$ cat config.mk
export PLATFORM = sky130hd
export DESIGN_NAME = tse_pcs_ctrl
export DESIGN_NICKNAME = d
export VERILOG_FILES = /design/src/rtl/tse_pcs_pkg.sv /design/src/rtl/tse_reg_access.sv /design/src/rtl/tse_pcs_ctrl.sv
export SDC_FILE = /design/constraint.sdc
export NUM_CORES = 1
export LEC_CHECK = 0
export ABC_CLOCK_PERIOD_IN_PS = 4000
export BUFFER_PORTS_ARGS = -buffer_cell sky130_fd_sc_hd__buf_2
export CAP_MARGIN = 10
export CELL_PAD_IN_SITES_DETAIL_PLACEMENT = 1
export CELL_PAD_IN_SITES_GLOBAL_PLACEMENT = 1
export CORE_ASPECT_RATIO = 2
export CORE_MARGIN = 2
export CORE_UTILIZATION = 47
export DETAILED_ROUTE_END_ITERATION = 10
export GPL_TIMING_DRIVEN = 0
export HOLD_SLACK_MARGIN = 0.08
export PLACE_DENSITY_LB_ADDON = 0.1
export REMOVE_ABC_BUFFERS = 1
export SYNTH_ARGS = -nofsm -noshare
export SYNTH_HDL_FRONTEND = slang
export SYNTH_SLANG_ARGS = --single-unit
export TNS_END_PERCENT = 50
$ cat constraint.sdc
create_clock -name clk -period 4 [get_ports clk]
set_input_delay 0.6 -clock clk [delete_from_list [all_inputs] [get_ports clk]]
set_output_delay 0.6 -clock clk [all_outputs]
set_load 0.01 [all_outputs]
$ cat src/rtl/tse_pcs_pkg.sv
// tse_pcs_pkg: PCS register map, status bit positions and sequencer states
// shared by the TSE PCS control-port sequencer.
package tse_pcs_pkg;

   localparam logic [4:0] PCS_CONTROL         = 5'h00;
   localparam logic [4:0] PCS_STATUS          = 5'h01;
   localparam logic [4:0] PCS_DEV_ABILITY     = 5'h04;
   localparam logic [4:0] PCS_PARTNER_ABILITY = 5'h05;
   localparam logic [4:0] PCS_LINK_TIMER_LO   = 5'h12;
   localparam logic [4:0] PCS_LINK_TIMER_HI   = 5'h13;
   localparam logic [4:0] PCS_IF_MODE         = 5'h14;

   localparam int STAT_LINK    = 2;
   localparam int STAT_AN_DONE = 5;

   localparam logic [15:0] CTRL_AN_RESTART = 16'h1340;

   localparam logic [2:0] CFG_LAST = 3'd4;

   typedef enum logic [2:0] {
      WAIT_PHY,
      CFG,
      POLL_WAIT,
      STAT_RD,
      PART_RD,
      RESTART
   } state_t;

endpackage

$ cat src/rtl/tse_reg_access.sv
// tse_reg_access: single-access Avalon-MM master; registers one request and holds
// address, data and strobe until waitrequest drops, then frees the port.
module tse_reg_access
   import tse_pcs_pkg::*;
(
   input  logic        clk,
   input  logic        rst,
   input  logic        req,
   input  logic        wr,
   input  logic [4:0]  addr,
   input  logic [15:0] wdata,
   output logic        done,
   output logic        active,
   output logic [15:0] rdata,
   output logic [4:0]  reg_addr,
   output logic        reg_rd,
   output logic        reg_wr,
   output logic [15:0] reg_data_in,
   input  logic [15:0] reg_data_out,
   input  logic        reg_busy
);

   assign active = reg_rd | reg_wr;
   assign done   = active & ~reg_busy;
   assign rdata  = reg_data_out;

   // A request is only accepted while idle, so the cycle after a completion is
   // always strobe-free.
   always_ff @(posedge clk or posedge rst) begin
      if (rst) begin
         reg_rd      <= 1'b0;
         reg_wr      <= 1'b0;
         reg_addr    <= '0;
         reg_data_in <= '0;
      end else if (done) begin
         reg_rd <= 1'b0;
         reg_wr <= 1'b0;
      end else if (!active && req) begin
         reg_rd      <= ~wr;
         reg_wr      <= wr;
         reg_addr    <= addr;
         reg_data_in <= wdata;
      end
   end

endmodule

$ cat src/rtl/tse_pcs_ctrl.sv
// tse_pcs_ctrl: configures one TSE PCS channel after PHY ready, then polls link/AN
// status, reads partner ability on link-up and restarts AN on timeout or request.
module tse_pcs_ctrl
   import tse_pcs_pkg::*;
#(
   parameter logic [15:0] IF_MODE      = 16'h0000,
   parameter logic [15:0] DEV_ABILITY  = 16'h01A0,
   parameter logic [20:0] LINK_TIMER   = 21'h1312D0,
   parameter int          POLL_PERIOD  = 50_000,
   parameter int          LINK_TIMEOUT = 25_000_000
) (
   input  logic        clk,
   input  logic        rst,
   input  logic        phy_ready,
   input  logic        an_restart_req,
   output logic [4:0]  reg_addr,
   output logic        reg_rd,
   output logic        reg_wr,
   output logic [15:0] reg_data_in,
   input  logic [15:0] reg_data_out,
   input  logic        reg_busy,
   output logic        cfg_done,
   output logic        link_up,
   output logic [15:0] partner_ability,
   output logic [7:0]  restart_cnt
);

   localparam int PW = $clog2(POLL_PERIOD);
   localparam int LW = $clog2(LINK_TIMEOUT);
   localparam logic [PW-1:0] POLL_MAX = PW'(POLL_PERIOD - 1);
   localparam logic [LW-1:0] LD_MAX   = LW'(LINK_TIMEOUT - 1);

   state_t        state, next;
   logic [2:0]    idx;
   logic [PW-1:0] poll_cnt;
   logic [LW-1:0] ld_cnt;
   logic          pend, req, wr, done, active, stat_link, drop, timeout;
   logic          cfg_end, rs_done, rs_enter;
   logic [4:0]    addr, cfg_addr;
   logic [15:0]   wdata, cfg_data, rdata;

   tse_reg_access u_acc (
      .clk          (clk),
      .rst          (rst),
      .req          (req),
      .wr           (wr),
      .addr         (addr),
      .wdata        (wdata),
      .done         (done),
      .active       (active),
      .rdata        (rdata),
      .reg_addr     (reg_addr),
      .reg_rd       (reg_rd),
      .reg_wr       (reg_wr),
      .reg_data_in  (reg_data_in),
      .reg_data_out (reg_data_out),
      .reg_busy     (reg_busy)
   );

   always_comb begin
      cfg_addr  = idx == 3'd0 ? PCS_IF_MODE :
                  idx == 3'd1 ? PCS_DEV_ABILITY :
                  idx == 3'd2 ? PCS_LINK_TIMER_LO :
                  idx == 3'd3 ? PCS_LINK_TIMER_HI : PCS_CONTROL;
      cfg_data  = idx == 3'd0 ? IF_MODE :
                  idx == 3'd1 ? DEV_ABILITY :
                  idx == 3'd2 ? LINK_TIMER[15:0] :
                  idx == 3'd3 ? {11'b0, LINK_TIMER[20:16]} : CTRL_AN_RESTART;
      req       = phy_ready & (state == CFG || state == STAT_RD || state == PART_RD || state == RESTART);
      wr        = state == CFG || state == RESTART;
      addr      = state == CFG ? cfg_addr : state == STAT_RD ? PCS_STATUS :
                  state == PART_RD ? PCS_PARTNER_ABILITY : PCS_CONTROL;
      wdata     = state == CFG ? cfg_data : state == RESTART ? CTRL_AN_RESTART : 16'h0000;
      stat_link = rdata[STAT_LINK] & rdata[STAT_AN_DONE];
      // Losing the PHY never cuts an access short: leave only when the port is idle.
      drop      = state != WAIT_PHY && !phy_ready && (!active || done);
      cfg_end   = state == CFG && done && idx == CFG_LAST;
      rs_done   = state == RESTART && done;
      timeout   = cfg_done && !link_up && ld_cnt == LD_MAX;
      next      = state;
      case (state)
         WAIT_PHY:  next = phy_ready ? CFG : WAIT_PHY;
         CFG:       next = cfg_end ? POLL_WAIT : CFG;
         POLL_WAIT: next = poll_cnt == POLL_MAX ? (pend ? RESTART : STAT_RD) : POLL_WAIT;
         STAT_RD:   next = done ? (stat_link && !link_up ? PART_RD : POLL_WAIT) : STAT_RD;
         PART_RD:   next = done ? POLL_WAIT : PART_RD;
         RESTART:   next = done ? POLL_WAIT : RESTART;
         default:   next = WAIT_PHY;
      endcase
      if (drop)
         next = WAIT_PHY;
      rs_enter  = next == RESTART && state != RESTART;
   end

   always_ff @(posedge clk or posedge rst) begin
      if (rst)
         state <= WAIT_PHY;
      else
         state <= next;
   end

   always_ff @(posedge clk or posedge rst) begin
      if (rst) begin
         idx             <= '0;
         poll_cnt        <= '0;
         ld_cnt          <= '0;
         pend            <= 1'b0;
         cfg_done        <= 1'b0;
         link_up         <= 1'b0;
         partner_ability <= '0;
         restart_cnt     <= '0;
      end else begin
         idx      <= state == CFG ? idx + {2'b0, done} : 3'd0;
         poll_cnt <= state == POLL_WAIT && next == POLL_WAIT ? poll_cnt + 1'b1 : '0;
         if (!cfg_done || link_up || drop || rs_done)
            ld_cnt <= '0;
         else if (ld_cnt != LD_MAX)
            ld_cnt <= ld_cnt + 1'b1;
         // The timeout is masked while the restart write is in flight so that the
         // still-terminal counter cannot queue a second restart.
         if (drop || rs_enter)
            pend <= 1'b0;
         else if ((cfg_done && an_restart_req) || (timeout && state != RESTART))
            pend <= 1'b1;
         if (drop)
            cfg_done <= 1'b0;
         else if (cfg_end)
            cfg_done <= 1'b1;
         if (drop)
            link_up <= 1'b0;
         else if (state == STAT_RD && done)
            link_up <= stat_link;
         if (state == PART_RD && done)
            partner_ability <= rdata;
         if (rs_done && restart_cnt != 8'hFF)
            restart_cnt <= restart_cnt + 1'b1;
      end
   end

endmodule

After elaboration in Yosys (flattened, before gate mapping)
Cells that the tools add are included.

Input bits: 21. Output and inout bits: 49. Register bits: 97. Word-level logic and storage cells: 116.

Equal/unequal tests: 16. $add $sub $neg: 4. Reduce and logical (&&, ||, !) cells: 39. Bitwise operators: 7. Mux-type cells: 37.

Operators by type and width (count): 2-to-1 mux 13 bit (6); 2-to-1 mux 25 bit (2); 2-to-1 mux 3 bit (10); adder 25 x 1 -> 25 bit (second input constant) (1); == test 25 bit (second input constant) (1); 2-to-1 mux 5 bit (5); != test 25 bit (second input constant) (1); case mux 3 bit (6 select lines) (1); adder 16 x 1 -> 16 bit (second input constant) (1); == test 16 bit (second input constant) (1); logical AND 1 bit (16); 2-to-1 mux 16 bit (1); == test 3 x 2 -> 1 bit (second input constant) (5); == test 3 bit (second input constant) (4); 2-to-1 mux 1 bit (11); logical OR 1 bit (10); nonzero test 2 bit (5); adder 8 x 1 -> 8 bit (second input constant) (1); != test 8 bit (second input constant) (1); == test 3 x 1 -> 1 bit (second input constant) (2); logical NOT 3 bit (2); logical NOT 1 bit (4); adder 3 x 1 -> 3 bit (1); bitwise AND 1 bit (3); 6 further kinds (8).

Depth between registers and ports, before layout
Gate-level depths: netlist of run 1.

Word-level depth: 11. Mapped depth: 7. Mapped depth without buffers: 6.

Hierarchy
A second synthesis of run 1 with hierarchy kept.

Cells, all modules: 426. Area total of the unflattened synthesis: 4694.5 sq um.

By module, submodules not included: tse_pcs_ctrl (seq. area each 1851.8 sq um, times used 1, cells an instance 356, area an instance 3682.3 sq um); tse_reg_access (seq. area each 575.6 sq um, times used 1, cells an instance 70, area an instance 1012.2 sq um).

Least setup slack after synthesis of run 1
No wires, ideal clock.

Path kind: reg2reg. Start point: register ld_cnt[10]. End point: register pend. Clock period less this slack: 2.071 ns. Setup time: 0.099 ns. Arrival: 1.971 ns. Stages on the path, launching flop included: 7. Path buffers: 1. Data required time: 3.901 ns. Setup slack: 1.929 ns. Cells stage by stage: dfrtp_1 or4b_1 or4_1 buf_2 o41ai_2 a21oi_1 a311oi_1.

Cells in the longest elaborated chain, start to end: 5.

RTL lines: start: declaration (RTL line tse_pcs_ctrl.sv:36) `logic [LW-1:0] ld_cnt;`; start signal: assignment (RTL line tse_pcs_ctrl.sv:118) `ld_cnt <= ld_cnt + 1'b1;`; == test 25 bit (RTL line tse_pcs_ctrl.sv:79) `timeout = cfg_done && !link_up && ld_cnt == LD_MAX;`; logical AND 1 bit (RTL line tse_pcs_ctrl.sv:79); logical AND 1 bit (RTL line tse_pcs_ctrl.sv:123) `else if ((cfg_done && an_restart_req) || (timeout && state != RESTART))`; logical OR 1 bit (RTL line tse_pcs_ctrl.sv:123); nonzero test 2 bit (no line); end signal: assignment (RTL line tse_pcs_ctrl.sv:107) `pend <= 1'b0;`; end signal: assignment (RTL line tse_pcs_ctrl.sv:122) `pend <= 1'b0;`; end signal: assignment (RTL line tse_pcs_ctrl.sv:124) `pend <= 1'b1;`; end: declaration (RTL line tse_pcs_ctrl.sv:37) `logic pend, req, wr, done, active, stat_link, drop, timeout;`.

Every way passes these cells. A chain may end at the register's enable or synchronous reset.

Final worst setup path of run 1
Start point: register u_acc.reg_wr. End point: register partner_ability[5].

Cells in the longest elaborated chain, start to end: 3.

RTL lines: start: declaration (RTL line tse_reg_access.sv:17) `output logic reg_wr,`; start signal: assignment (RTL line tse_reg_access.sv:40) `reg_wr <= wr;`; OR 1 bit (RTL line tse_reg_access.sv:23) `assign active = reg_rd | reg_wr;`; bitwise AND 1 bit (RTL line tse_reg_access.sv:24) `assign done = active & ~reg_busy;`; logical AND 1 bit (RTL line tse_pcs_ctrl.sv:133) `if (state == PART_RD && done)`; end signal: assignment (RTL line tse_pcs_ctrl.sv:134) `partner_ability <= rdata;`; end: declaration (RTL line tse_pcs_ctrl.sv:24) `output logic [15:0] partner_ability,`.

Every way passes these cells.

==> impl_metrics.yaml, run 1 <==
worst_setup_path:
  r2r_cells: 4
  r2r-start: "u_acc.reg_wr$_DFFE_PP0P_"
  crit_end: "partner_ability[5]$_DFFE_PP0P_"
  startpoint_type: "flop"
  r2r_setup_slack_ns: 1.60
  critPathCaptureType: "flop"
  arrival_ns: 2.61
  crit_required_ns: 4.21
  r2r_end: "partner_ability[5]$_DFFE_PP0P_"
  cp-startpoint: "u_acc.reg_wr$_DFFE_PP0P_"
  cp_max_fo: 16
  crit_type: "flop to flop"
sta:
  worst_pin_slew_ns: 0.9384
  drv_slew: 0
  timing.slew.headroom_pct: 36.87
  layout_min_cycle_time_ns: 2.397
  clock_skew_ns: 0.007449
  hold_slack_ns: 0.2028
  setup_viol: 0
  finalCritPeriodShare_pct: 59.92
  fin_tns_setup_ns: 0
  max_freq_mhz: 417.2
  rsz0062_at_grt: "no"
  hold_viol_final: 0
pwr:
  power.density_mw_per_mm2: 472.8
  p_leak_nw: 2.239
  irDropWorstVdd_uv: 365.7
floorplan:
  core_area_mm2: 0.008588
  die_x_um: 70.29
  pin_count: 70
  initial_utilization_pct: 48.09
  die-height_um: 136.6
  rows: 48
  die-area_mm2: 0.009599
route:
  drcViolationCount: 0
  viasPerCell: 5.638
  wire_per_inst_um: 17.47
  ant_nets: 0
  first_iter_violations: 129
  vias: 3197
  firstDrtPassIters: 4
  wirelength_mm: 9.904
logic_synthesis:
  synthArstFlopShare_pct: 100.0
  syn_area_per_cell_um2: 10.07
  synth_top_area_share_pct: 51.50
  yosysSeqAreaShare_pct: 51.50
  synthesis.area_mm2: 0.004130
  synthTopCellsByArea: "dfrtp_1, nor2_1, xor2_1, xnor2_1, mux2_2"
  ys_ff_latch: 85
  ys.flop_type: "dfrtp_1"
  ys_types: 45
  yosysTopAreaCell: "dfrtp_1"
  yosys_warnings: 0
  synth_edf_count: 0
  netlist_instances: 410
finish:
  finalNonFillerCells: 567
  drive_above_1_share_pct: 20.77
  multi_input_area_mm2: 0.001839
  seq_area_mm2: 0.002127
  fin_nets: 488
  syn_to_final_growth_pct: 15.93
  final_area_mm2: 0.004788
  num_antenna_cells: 0
  fillers: 990
clock_network:
  cts-root-buf: "clkbuf_16"
  cts_buffers: 9
  postCtsSetupRepairBufs: 0
  cts_buffer_depth: 2
  numClockSinks: 85
  path_clk_slew_ns: 0.06
  clk_latency_ns: 0.34
  cts_tree: "built"
  cts.htree.levels: 3
  hold_buffers: 0
  cts_resized: 0
place:
  port_buffers: 61
  dp_hpwl_mm: 7.260
  place_area_mm2: 0.004461
  dp_cells: 551
  place_congestion: 0.8211
grt:
  grt_max_degree: 69
  antenna_found_initial: 0
  grt_use_total_pct: 22.47
  grt_pass1_vias: 3486
  grt_overflow_total: 0
  grt_pass1_wl_mm: 16.93
flow_run:
  cap_viol_max_count: 0
min_path:
  hp-class: "input port to async pin"
run_status:
  status: "complete, no violations"
[stage by stage]
stage               utilization, %  power, mW  setup slack [ns]
finish                       55.75      2.264             1.603
global route                 55.75      2.373             1.403
CTS                          55.75      2.294             1.556
detailed placement           51.94      1.379             1.432
global placement             51.59      1.357            0.1971
floorplan                        -      1.228             1.207
[placed cells by master, fill, tap and decap left out, drive strengths merged, types with 12 or more instances in the layout]
master	synthesis	final
nand3	14	14
xnor2	22	22
xor2	23	23
buf	16	62
nor3	12	12
o21ai	16	16
nand4	13	13
nor2	54	54
dfrtp	85	85
mux2	16	16
nand2	39	39
clkbuf	12	13
[cell families (layout without fill, tap and decap cells)]
family / after synthesis / in the layout / synth area share [%]
AND/OR/NAND/NOR: 175 / 175 / 21.11
flip-flops: 85 / 85 / 51.50
buffers and inverters: 37 / 87 / 4.604
multiplexers: 18 / 18 / 4.847
AO/OA/AOI/OAI: 44 / 44 / 6.786
adder cells (fa/ha/maj): 5 / 5 / 1.515
XOR/XNOR: 45 / 45 / 9.542
other: 1 / 8 / 0.09079
[Yosys cell counts, drive strengths merged (4+ instances only)]
cell type,number
a21oi,10
and3,8
buf,16
clkbuf,12
dfrtp,85
ha,5
inv,9
mux2,16
nand2,39
nand3,14
nand4,13
nor2,54
nor2b,4
nor3,12
nor4,7
o21ai,16
o31ai,4
or3,4
xnor2,22
xor2,23
[layout make-up]
class | count | share of cell area (%)
Tap cell | 100 | 2.613
Inverter | 9 | 0.7578
Clock buffer | 13 | 5.435
Sequential cell | 85 | 44.42
Timing Repair Buffer | 62 | 6.951
Clock inverter | 3 | 1.411
Multi-Input combinational cell | 295 | 38.41
[power breakdown]
part / leakage, nW / internal [mW] / switching, mW
combinational: 0.905 / 0.137 / 0.219
clock: 0.156 / 0.582 / 0.324
sequential: 1.18 / 0.926 / 0.0765
[how the worst min path moves through the flow]
stage                                from                          to  cells after the start
floorplan           poll_cnt[0]$_DFF_PP0_       poll_cnt[0]$_DFF_PP0_                      1
global placement    poll_cnt[0]$_DFF_PP0_       poll_cnt[0]$_DFF_PP0_                      1
detailed placement  poll_cnt[0]$_DFF_PP0_       poll_cnt[0]$_DFF_PP0_                      1
CTS                                   rst      ld_cnt[13]$_DFFE_PP0P_                      2
global route                          rst      ld_cnt[13]$_DFFE_PP0P_                      2
finish                                rst  restart_cnt[6]$_DFFE_PP0P_                      2
[critical path, stage by stage, from the launching register on]
cell      delay, ns
dfrtp_1        0.43
o21bai_1       0.49
inv_1          0.29
nand3_1        0.64
mux2_2         0.42
[flip-flops by register name, indices dropped and copies added (netlist names)]
signal / cells
u_acc.reg_rd: 1
cfg_done: 1
poll_cnt: 16
u_acc.reg_wr: 1
link_up: 1
u_acc.reg_data_in: 5
u_acc.reg_addr: 4
state: 3
idx: 3
pend: 1
restart_cnt: 8
ld_cnt: 25
partner_ability: 16
[layer usage]
| layer | vias to the layer above | routed length, µm | track usage [%] | part of all wire (%) |
|---|---|---|---|---|
| met4 | 0 | 235 | 9.829 | 2.4 |
| met3 | 17 | 224 | 3.535 | 2.3 |
| met5 | - | 0 | 0 | 0 |
| met1 | 1628 | 3580 | 23.07 | 36 |
| li1 | 1502 | - | - | - |
| met2 | 50 | 5864 | 43.61 | 59 |
No activity file was read; power rests on OpenSTA's default activity.
==> run 2, diff against run 1 <==
ABC_CLOCK_PERIOD_IN_PS = 2100   (was 4000)
CORE_UTILIZATION = 39   (was 47)
clock period = 2.1 ns   (was 4 ns; I/O delays follow)
==> run 2 against run 1 <==
Via count increased by 0.16%. Critical path type unchanged. Final area increased by 6.5%. Critical endpoint is now ld_cnt[4]$_DFFE_PP0P_. Largest power group unchanged. Sequential power increased by 92%. Fmax increased by 18%. Flip-flop and latch count unchanged. Cell count increased by 8.6%. Die area increased by 20%. Combinational power increased by 99%.
==> impl_metrics.yaml, run 2 (synthesized netlist as in run 1, its figures left out) <==
run_status:
  status: "complete, no violations"
finish:
  syn_to_final_growth_pct: 23.48
  finalNonFillerCells: 616
  fin_nets: 500
  num_antenna_cells: 0
  final_area_mm2: 0.005100
  largest_reg_flops: 25
  drive_above_1_share_pct: 27.14
  layout_commonest_cell: "dfrtp_1"
  fillers: 1211
  reg.largest.list: "ld_cnt: 25 flops, partner_ability: 16 flops, poll_cnt: 16 flops"
  top_register: "ld_cnt"
  seq_area_mm2: 0.002131
  layout_common_cells: "dfrtp_1, buf_2, nor2_1"
  multi_input_area_mm2: 0.001989
worst_setup_path:
  crit_required_ns: 2.32
  arrival_ns: 2.25
  critPathCaptureType: "flop"
  startpoint_type: "flop"
  crit_type: "flop to flop"
  cp_max_fo: 6
clock_network:
  cts.htree.levels: 3
  cts-root-buf: "clkbuf_16"
  numClockSinks: 85
  cts_buffers: 9
  cts_tree: "built"
  clk_latency_ns: 0.34
  path_clk_slew_ns: 0.07
  cts_buffer_depth: 2
place:
  dp_hpwl_mm: 7.083
  place_area_mm2: 0.004507
  port_buffers: 61
  dp_cells: 588
  place_congestion: 0.7922
floorplan:
  initial_utilization_pct: 39.67
  die-area_mm2: 0.01148
  pin_count: 70
  rows: 53
  core_area_mm2: 0.01041
  die-height_um: 149.5
  die_x_um: 76.77
grt:
  grt_use_total_pct: 18.76
  grt_pass1_vias: 3405
  antenna_found_initial: 0
  grt_max_degree: 68
  grt_pass1_wl_mm: 17.03
  grt_overflow_total: 0
sta:
  finalCritPeriodShare_pct: 96.83
  worst_pin_slew_ns: 0.6328
  setup_viol: 0
  layout_min_cycle_time_ns: 2.033
  drv_slew: 0
  rsz0062_at_grt: "yes"
  timing.slew.headroom_pct: 57.69
  hold_viol_final: 0
  clock_skew_ns: 0.008804
  max_freq_mhz: 491.8
route:
  vias: 3202
  wire_per_inst_um: 16.45
  first_iter_violations: 151
  firstDrtPassIters: 4
  wirelength_mm: 10.14
  viasPerCell: 5.198
  drcViolationCount: 0
  ant_nets: 0
pwr:
  power_mw: 4.386
  power.density_mw_per_mm2: 860.0
  irDropWorstVdd_uv: 455.2
  p_leak_nw: 2.346
min_path:
  hp-class: "input port to flop"
flow_run:
  cap_viol_max_count: 0
run 2: changes by cell type in the layout (fill, tap and decap cells not counted), sizes merged:
cell / before / now
buf: 62 / 73
clkbuf: 13 / 11
clkinv: 0 / 1
inv: 9 / 10
dlygate4sd3: 0 / 1
run 2: what timing repair did:
action                     4_1_cts  5_1_grt
pin swaps                       13        8
setup endpoints to repair       60       32
hold buffers                     1        0
gates resized for setup         23        8
setup buffers                    6        5
hold endpoints to repair        18        0
run 2: path summary, 6_finish.rpt:
check                                       start                                to  slack [ns]  depth (start not counted)
setup / recovery           ld_cnt[17]$_DFFE_PP0P_             ld_cnt[4]$_DFFE_PP0P_        0.07                          6
hold / removal                   reg_data_out[11]   partner_ability[11]$_DFFE_PP0P_        0.21                          2
setup reg to reg           ld_cnt[17]$_DFFE_PP0P_             ld_cnt[4]$_DFFE_PP0P_        0.07                          6
hold reg to reg             poll_cnt[0]$_DFF_PP0_             poll_cnt[0]$_DFF_PP0_        0.46                          1
max in group asynchronous                     rst             ld_cnt[3]$_DFFE_PP0P_        0.98                          4
min in group asynchronous                     rst  u_acc.reg_data_in[5]$_DFFE_PP0P_        0.47                          3
run 2: metrics by stage:
step / TNS [ns] / utilization [%] / hold slack (ns) / setup WS (ns)
after floorplan: -34.72 / - / 0.4251 / -0.4085
after global placement: -147.92 / 43.00 / 0.4421 / -1.565
after detailed placement: -16.71 / 43.29 / 0.2877 / -0.3816
after CTS: -0.2894 / 48.20 / 0.1996 / -0.06332
after global routing: -0.02406 / 48.98 / 0.2059 / -0.01973
final: 0 / 48.98 / 0.2098 / 0.06651
run 2: per-layer routing:
metal	part of all wire (%)	up-vias	track usage, %
met2	59	40	35.44
met1	37	1634	20.47
met3	1.9	14	3.016
li1	-	1514	-
met4	2.1	0	7.727
met5	0	-	0
run 2: area by class of cell:
class / instances / area share (%)
multi-input combinational: 295 / 39.01
sequential: 85 / 41.78
inverter: 9 / 0.7115
timing repair buffer: 74 / 8.587
tap: 137 / 3.361
clock inverter: 5 / 1.595
clock buffer: 11 / 4.956
run 2: report_power, final:
| group | switching, mW | internal (mW) |
|---|---|---|
| logic | 0.432 | 0.276 |
| registers | 0.155 | 1.77 |
| clock network | 0.649 | 1.11 |
run 2: worst max-delay path: stages, from the launching register on:
cell and delay [ns]:
dfrtp_1 0.39, or4b_1 0.51, or4_4 0.46, buf_12 0.16, o2111ai_4 0.17, xor2_1 0.17
nor2_1 0.05
==> run 3, diff against run 2 <==
ABC_CLOCK_PERIOD_IN_PS = 1700   (was 2100)
GPL_TIMING_DRIVEN = default   (was 0)
clock period = 1.7 ns   (was 2.1 ns; I/O delays follow)
==> run 3 against run 2 <==
The flow now finishes with violations (negative setup slack). Largest cell class is now multi-input combinational cells. First-iteration DRC count is 32% lower. Global-route usage is 4.5 points higher. Register-to-register slack worse by 0.50 ns.
==> impl_metrics.yaml, run 3 (synthesized netlist as in run 1, its figures left out) <==
floorplan:
  rows: 53
  die-height_um: 149.5
  pin_count: 70
  core_area_mm2: 0.01041
  initial_utilization_pct: 39.67
  die_x_um: 76.77
  die-area_mm2: 0.01148
place:
  place_area_mm2: 0.005096
  preCtsSetupSlack_ns: -0.5180
  port_buffers: 61
  dp_cells: 661
  dp_hpwl_mm: 8.639
  place_congestion: 0.8075
pwr:
  p_switching_mw: 1.785
  intPower_mw: 3.981
  p_seq_share_pct: 39.8
  irDropWorstVdd_uv: 606.3
  clockPowerShare_pct: 34.7
  swShare_pct: 30.96
  pwr-share-comb_pct: 25.5
  power.density_mw_per_mm2: 962.4
  power_mw: 5.767
  p_leak_nw: 2.859
worst_setup_path:
  r2r_cells: 7
  startpoint_type: "flop"
  cpPeakStageDelay_ns: 0.54
  worstPathCellList: "or4b_4 -> or4_4 -> buf_4 -> buf_6 -> nor2_4 -> xor2_1 -> nor2_1"
  crit_required_ns: 1.94
  crit_end: "ld_cnt[0]$_DFFE_PP0P_"
  cp-startpoint: "ld_cnt[15]$_DFFE_PP0P_"
  arrival_ns: 2.37
  cpMaxStageDelayCell: "or4b_4"
  cp_max_fo: 3
  r2r_end: "ld_cnt[0]$_DFFE_PP0P_"
  crit_type: "flop to flop"
  r2r-start: "ld_cnt[15]$_DFFE_PP0P_"
  critPathCaptureType: "flop"
  r2r_setup_slack_ns: -0.43
route:
  wirelength_mm: 12.75
  first_iter_violations: 103
  firstDrtPassIters: 4
  ant_nets: 0
  viasPerCell: 5.214
  drcViolationCount: 0
  wire_per_inst_um: 18.40
  vias: 3613
clock_network:
  clk_latency_ns: 0.35
  cts_buffer_depth: 2
  cts_tree: "built"
  cts.htree.levels: 3
  path_clk_slew_ns: 0.07
  cts-root-buf: "clkbuf_16"
  cts_buffers: 9
  numClockSinks: 85
sta:
  clock_skew_ns: 0.009358
  worst_pin_slew_ns: 0.5883
  setup_ws_ns: -0.4348
  layout_min_cycle_time_ns: 2.135
  hold_viol_final: 0
  drv_slew: 0
  timing.slew.headroom_pct: 60.67
  fin_tns_setup_ns: -10.09
  finalCritPeriodShare_pct: 125.6
  hold_slack_ns: 0.1356
  setup_viol: 36
  max_freq_mhz: 468.4
  rsz0062_at_grt: "yes"
finish:
  postLayoutCoreUtil_pct: 57.55
  num_antenna_cells: 0
  top_register: "ld_cnt"
  final_area_mm2: 0.005992
  fillers: 1172
  layout_common_cells: "dfrtp_1, buf_4, buf_2"
  layout_commonest_cell: "dfrtp_1"
  largest_reg_flops: 25
  finalNonFillerCells: 693
  reg.largest.list: "ld_cnt: 25 flops, partner_ability: 16 flops, poll_cnt: 16 flops"
  drive_above_1_share_pct: 42.63
  fin_nets: 577
  syn_to_final_growth_pct: 45.08
grt:
  antenna_found_initial: 0
  grt_use_total_pct: 23.29
  grt_pass1_vias: 4113
  grt_overflow_total: 0
  grt_max_degree: 37
  grt_pass1_wl_mm: 20.64
run_status:
  status: "finished with violations"
  violations: "negative setup slack"
min_path:
  hp-class: "input port to flop"
flow_run:
  cap_viol_max_count: 0
-- run 3: changes by cell type in the layout (fill, tap and decap cells not counted), moves of 3 or more --
cell / before / now
nor3_1: 11 / 7
dfrtp_2: 3 / 0
nor2_2: 0 / 6
nor2_1: 53 / 32
nor3_4: 0 / 3
buf_4: 10 / 76
buf_6: 0 / 4
buf_12: 1 / 6
nor2_4: 1 / 16
dfrtp_1: 82 / 85
-- run 3: routing by layer --
layer,vias up,global-route usage [%],routed length [µm]
li1,1676,-,-
met1,1860,22.25,4193
met2,52,47.59,7884
met3,25,3.317,279
met4,0,10.09,393
met5,-,0,0
-- run 3: power by group through the flow --
stage / Sequential, mW / Clock, mW / Combinational (mW)
2_1_floorplan: 2.42 / 0 / 0.474
3_3_place_gp: 2.31 / 0 / 1.17
3_5_place_dp: 2.32 / 0 / 1.19
4_1_cts: 2.30 / 2.05 / 1.42
5_1_grt: 2.32 / 2.15 / 1.59
6_report: 2.29 / 2.00 / 1.47
-- run 3: final cells by class --
cell class	instances	area, µm²	area share [%]
Clock buffer	10	229.0	3.821
Multi-Input combinational cell	295	2240	37.38
Inverter	9	35.03	0.5847
Timing Repair Buffer	151	1119	18.67
Clock inverter	6	71.32	1.190
Sequential cell	85	2127	35.50
Tap cell	137	171.4	2.861
-- run 3: worst max-delay path, delay by kind of cell (launching register included) --
| kind | cells | cell delay [ns] |
|---|---|---|
| DFF | 1 | 0.39 |
| buffers and inverters | 2 | 0.28 |
| and+or+nand+nor | 4 | 1.20 |
| xor gates and xnor gates | 1 | 0.17 |
-- run 3: what timing repair did --
action / in CTS / in global routing
hold buffers: 1 / 0
cloned: 2 / 0
pin swaps: 39 / 27
setup buffers: 6 / 10
endpoints found under the setup margin: 67 / 66
resized for setup: 71 / 23
endpoints found under the hold margin: 20 / 0
-- run 3: worst min path at each step --
stage	from	end	cells after the start	slack (ns)
finish	reg_data_out[1]	partner_ability[1]$_DFFE_PP0P_	2	0.14
global route	reg_data_out[13]	partner_ability[13]$_DFFE_PP0P_	2	0.13
CTS	reg_data_out[11]	partner_ability[11]$_DFFE_PP0P_	2	0.13
detailed placement	rst	ld_cnt[24]$_DFFE_PP0P_	2	0.28
global placement	rst	u_acc.reg_addr[4]$_DFFE_PP0P_	2	0.28
floorplan	reg_busy	u_acc.reg_rd$_DFFE_PP0P_	2	0.38
